==> config.mk <==
export PLATFORM = sky130hd
export DESIGN_NAME = fetch_unit
export DESIGN_NICKNAME = d
export VERILOG_FILES = /design/src/rtl/fetch_unit.sv
export SDC_FILE = /design/constraint.sdc
export NUM_CORES = 1
export LEC_CHECK = 0
export CAP_MARGIN = 20
export CORE_MARGIN = 2
export CORE_UTILIZATION = 45
export CTS_BUF_LIST = sky130_fd_sc_hd__clkbuf_8 sky130_fd_sc_hd__clkbuf_16
export CTS_CLUSTER_SIZE = 8
export DETAILED_ROUTE_END_ITERATION = 8
export GPL_TIMING_DRIVEN = 1
export HOLD_SLACK_MARGIN = 0.15
export PLACE_DENSITY = 0.77
export SYNTH_ARGS = -nofsm -noshare
export SYNTH_HDL_FRONTEND = slang
export SYNTH_SLANG_ARGS = --single-unit
export TNS_END_PERCENT = 1
==> constraint.sdc <==
create_clock -name clk -period 15.8 [get_ports clk]
set_input_delay 3.16 -clock clk [delete_from_list [all_inputs] [get_ports clk]]
set_output_delay 3.16 -clock clk [all_outputs]
set_load 0.05 [all_outputs]
==> src/rtl/fetch_unit.sv <==
// Instruction fetch stage: sequential PC generation, in-order request tagging,
// a small instruction queue toward decode, and redirect flush with stale-response discard.
module fetch_unit #(
  parameter logic [31:0] RESET_PC = 32'h0000_0000,
  parameter int          DEPTH    = 2
) (
  input  logic        clk,
  input  logic        reset,
  output logic        imem_req,
  output logic [31:0] imem_addr,
  input  logic        imem_ready,
  input  logic        imem_rvalid,
  input  logic [31:0] imem_rdata,
  input  logic        redirect_valid,
  input  logic [31:0] redirect_pc,
  output logic        instr_valid,
  output logic [31:0] instruction,
  output logic [31:0] instr_pc,
  input  logic        instr_ready
);

  localparam int PW = $clog2(DEPTH);
  localparam int CW = $clog2(DEPTH + 1);
  localparam logic [31:0]   NOP       = 32'h0000_0013;
  localparam logic [CW:0]   DEPTH_SUM = (CW+1)'(DEPTH);
  localparam logic [CW-1:0] DEPTH_CNT = CW'(DEPTH);

  typedef enum logic {FETCH, DRAIN} state_e;

  state_e        state_q, state_d;
  logic [31:0]   fetchPc_q, fetchPc_d;
  logic [31:0]   qInstr_q [DEPTH];
  logic [31:0]   qPc_q    [DEPTH];
  logic [31:0]   tag_q    [DEPTH];
  logic [PW-1:0] qRd_q, qRd_d, qWr_q, qWr_d;
  logic [PW-1:0] tagRd_q, tagRd_d, tagWr_q, tagWr_d;
  logic [CW-1:0] count_q, count_d, outst_q, outst_d, discard_q, discard_d;
  logic          accept, pop, push, dropResp;

  // Pops are deliberately not credited so the request decision never depends on instr_ready.
  assign imem_req    = !reset && !redirect_valid &&
                       (({1'b0, outst_q} + {1'b0, count_q}) < DEPTH_SUM);
  assign imem_addr   = fetchPc_q;
  assign accept      = imem_req && imem_ready;
  assign instr_valid = (count_q != '0);
  assign instruction = qInstr_q[qRd_q];
  assign instr_pc    = qPc_q[qRd_q];
  assign pop         = instr_valid && instr_ready && !redirect_valid;
  assign push        = imem_rvalid && !redirect_valid && !dropResp;

  always_ff @(posedge clk) begin
    if (reset) begin
      state_q <= FETCH;
    end else begin
      state_q <= state_d;
    end
  end

  always_comb begin
    state_d = state_q;
    if (redirect_valid) begin
      state_d = (discard_d != '0) ? DRAIN : FETCH;
    end else if (state_q == DRAIN && discard_d == '0) begin
      state_d = FETCH;
    end
  end

  always_comb begin
    dropResp = 1'b0;
    if (state_q == DRAIN) begin
      dropResp = imem_rvalid;
    end
  end

  // The tag FIFO pops on every response, dropped or not, so it always mirrors outst_q.
  always_comb begin
    fetchPc_d = fetchPc_q;
    outst_d   = outst_q;
    discard_d = discard_q;
    count_d   = count_q;
    qRd_d     = qRd_q;
    qWr_d     = qWr_q;
    tagWr_d   = tagWr_q + PW'(accept);
    tagRd_d   = tagRd_q + PW'(imem_rvalid);
    if (redirect_valid) begin
      fetchPc_d = {redirect_pc[31:2], 2'b00};
      outst_d   = outst_q - CW'(imem_rvalid);
      discard_d = outst_q - CW'(imem_rvalid);
      count_d   = '0;
      qRd_d     = '0;
      qWr_d     = '0;
    end else begin
      if (accept) begin
        fetchPc_d = fetchPc_q + 32'd4;
      end
      outst_d = outst_q + CW'(accept) - CW'(imem_rvalid);
      if (dropResp) begin
        discard_d = discard_q - CW'(1);
      end
      count_d = count_q + CW'(push) - CW'(pop);
      if (push) begin
        qWr_d = qWr_q + PW'(1);
      end
      if (pop) begin
        qRd_d = qRd_q + PW'(1);
      end
    end
  end

  always_ff @(posedge clk) begin
    if (reset) begin
      fetchPc_q <= RESET_PC;
      outst_q   <= '0;
      discard_q <= '0;
      count_q   <= '0;
      qRd_q     <= '0;
      qWr_q     <= '0;
      tagRd_q   <= '0;
      tagWr_q   <= '0;
      for (int i = 0; i < DEPTH; i++) begin
        qInstr_q[i] <= NOP;
        qPc_q[i]    <= RESET_PC;
        tag_q[i]    <= RESET_PC;
      end
    end else begin
      fetchPc_q <= fetchPc_d;
      outst_q   <= outst_d;
      discard_q <= discard_d;
      count_q   <= count_d;
      qRd_q     <= qRd_d;
      qWr_q     <= qWr_d;
      tagRd_q   <= tagRd_d;
      tagWr_q   <= tagWr_d;
      if (push) begin
        qInstr_q[qWr_q] <= imem_rdata;
        qPc_q[qWr_q]    <= tag_q[tagRd_q];
      end
      if (accept) begin
        tag_q[tagWr_q] <= fetchPc_q;
      end
    end
  end

  property noOverflow;
    @(posedge clk) disable iff (reset) !(push && !pop && count_q == DEPTH_CNT);
  endproperty
  queueOverflow: assert property (noOverflow);

endmodule
==> qor.yml <==
detailed_routing:
  first_iter_violations: 432
  post-route-drc-count: 0
  drt_wl_total_um: 22500
  viasPerCell: 5.43
  routedWlPerCell_um: 17.8
  ant_nets: 0
  firstDrtPassIters: 5
  vias: 6891
global_route:
  grt_pass1_wl_um: 35600
  overflow: 0
  track_usage: 0.188
  grt_max_degree: 63
  grt_pass1_vias: 6850
  antenna_found_initial: 0
setup_path:
  cp_num_cells: 5
  ff2ff_path_depth: 13
  r2r_setup_slack_ps: 12190
  max_stage_delay_ps: 860
  crit_type: "input pin to output pin"
  cp_common_cell: "clkdlybuf4s50_1"
  cp_top_family: "buffers and inverters"
  arrival_ps: 5390
  slowest_stage: "clkdlybuf4s50_1"
  cp-start-kind: "input pin"
  cp.required_ps: 12640
  crit_chain: "clkdlybuf4s50_1, buf_4, or2_2, nor3_1, clkdlybuf4s50_1"
  cp_max_fo: 40
  critPathBufInv: 3
  end_kind: "output pin"
timing:
  clock_skew_ps: 15.6
  setup_viol: 0
  tns_ps: 0
  slew_violations: 0
  hold_violations: 0
  fin_crit_sh: 0.541
  tightestPinTransition_ps: 1070
  fin_ws_ps: 7250
  period_minus_slack_ps: 8550
  fmax_ghz: 0.117
  rsz0062_at_grt: "no"
  maxSlewHeadroom: 0.287
die:
  die_area_um2: 23900
  ios: 168
  core_area_um2: 22500
  die_h_um: 155
  initial_utilization: 0.454
  die-width_um: 155
  num_rows: 55
place:
  gp_congestion: 0.862
  pre_cts_ws_ps: 7270
  portBuffers: 161
  dp_hpwl_um: 14200
yosys:
  ys_async_sr_fraction: 0
  syn_inst: 817
  synth.avg_cell_area_um2: 12.5
  synth_cell_types: 53
  yosysTopAreaCell: "edfxtp_1"
  synth_seq_cells: 226
  synth_top_area_frac: 0.540
  syn_area_um2: 10200
  ys.flop_type: "edfxtp_1"
  seq_area_frac_synth: 0.623
  synth_area_leaders: "edfxtp_1 54%, dfxtp_1 8.2%, mux2_2 6.9%"
  synth-edff-count: 184
  yosysWarningCount: 0
final_layout:
  diodes: 0
  drive_above_1_share: 0.134
  area_growth_pct: 27.6
  final-seq-area_um2: 6370
  nets: 1046
  multi_input_area_um2: 3590
  n_fill_cell: 1795
clocking:
  clock_path_buffers: 3
  cts-buffers-inserted: 34
  postCtsResizedCells: 0
  insertion_delay_ps: 490
  cts.reportedPaths.clkPinSlew_ps: 50
  cts_hold_buf: 0
  h-tree-depth: 2
  cts.sinks: 226
  cts_root_buffer: "clkbuf_16"
  cts_tree: "built"
  post_cts_buffers: 0
min_path:
  hold_class: "flop to flop"
  hold_path_depth: 2
pwr:
  power.density_nw_per_um2: 118
  power.leakage_nw: 4.91
  vdd_drop_max_mv: 0.0638
outcome:
  outcome: "finished, final reports clean"
run:
  drv_cap: 0
layout make-up:
cell class,count,area share
well taps,285,0.0273
flip-flops and latches,226,0.488
multi-input cells,520,0.275
clock inverters,15,0.00508
repair buffers,176,0.134
inverters,11,0.00317
clock buffers,35,0.0671
final timing paths:
check / endpoint / startpoint
hold / removal: qRd_q / qRd_q
setup reg to reg: outst_q[1] / count_q[0]
setup / recovery: imem_req / reset
hold reg to reg: qRd_q / qRd_q
metal layers:
layer  vias to the layer above  global-route usage  routed length, um
met5                         -                   0                  0
met4                         0              0.0613                342
met3                        33              0.0490               1600
met2                       254               0.310              10600
met1                      3295               0.242               9960
li1                       3309                   -                  -
where the power goes:
group	total, mW	switching, mW	leakage, nW	internal, mW
clock network	0.630	0.238	0.509	0.392
logic	0.213	0.134	2.15	0.0785
registers	0.700	0.0198	2.25	0.680
placed cells by master (no fill, tap or decap), drive strengths merged, types with 4 or more instances in the layout:
master and instances:
a21oi 8, xnor2 14, nand3 18, a211oi 7, clkbuf 35, nand2 25, clkdlybuf4s50 161, inv 25
a31oi 4, o31ai 9, mux2 63, nor2 94, xor2 6, conb 4, and2 59, nor3 17
a311oi 12, nand2b 8, o21ai 8, edfxtp 184, nor4 7, and3 66, mux2i 30, dfxtp 42
buf 15, or3 5, ha 6, nand4 9, or4 11
cell families (layout without fill, tap and decap cells):
group	after synthesis	after routing	share of synthesized area
AO/OA/AOI/OAI	63	63	0.0444
XOR/XNOR	20	20	0.0171
adder cells (fa/ha/maj)	7	7	0.00930
buffers and inverters	74	237	0.0306
flip-flops	226	226	0.623
multiplexers	93	93	0.0987
other	1	4	0.000367
AND/OR/NAND/NOR	333	333	0.177
tightest hold or removal path: cells and delay by family, from the launching register on:
| kind | cells | cell delay [ps] |
|---|---|---|
| flops | 1 | 320 |
| simple gates | 1 | 80 |
| xor+xnor | 1 | 80 |
through the flow:
step	std cells	hold WS (ps)	instance area (um^2)	power [mW]	util
final	1268	507	13000	1.54	0.580
after global routing	1268	533	13000	1.60	0.580
after CTS	1267	510	13000	1.56	0.578
after detailed placement	1217	499	12100	0.923	0.537
after global placement	1217	484	12100	0.919	0.537
after floorplan	820	472	10200	0.848	-
Yosys cell counts, drive strengths merged, types with 2 or more instances:
| cell | number |
|---|---|
| and3b | 2 |
| edfxtp | 184 |
| mux2 | 63 |
| o31ai | 9 |
| o211ai | 2 |
| or3b | 3 |
| and2 | 59 |
| nor4bb | 2 |
| a31oi | 4 |
| or4 | 11 |
| or3 | 5 |
| a311oi | 12 |
| ha | 6 |
| xor2 | 6 |
| xnor2 | 14 |
| or2 | 3 |
| dfxtp | 42 |
| inv | 11 |
| nand2b | 8 |
| nand3 | 18 |
| a311o | 2 |
| and4 | 3 |
| a21boi | 3 |
| nor3 | 17 |
| mux2i | 30 |
| and3 | 66 |
| o22ai | 2 |
| buf | 23 |
| nand4 | 9 |
| a211oi | 7 |
| a21oi | 8 |
| nand2 | 25 |
| nor2 | 94 |
| o21ai | 8 |
| nor4 | 7 |
| clkbuf | 40 |
registers in the layout, summed over array words and instances, names as in the netlist, named ones only:
| signal | cells |
|---|---|
| qInstr_q | 64 |
| qPc_q | 60 |
| tag_q | 60 |
| imem_addr | 30 |
| count_q | 2 |
| discard_q | 2 |
| outst_q | 2 |
| qRd_q | 1 |
| qWr_q | 1 |
| state_q | 1 |
| tagRd_q | 1 |
| tagWr_q | 1 |
Power figures use the tool's default switching activity.
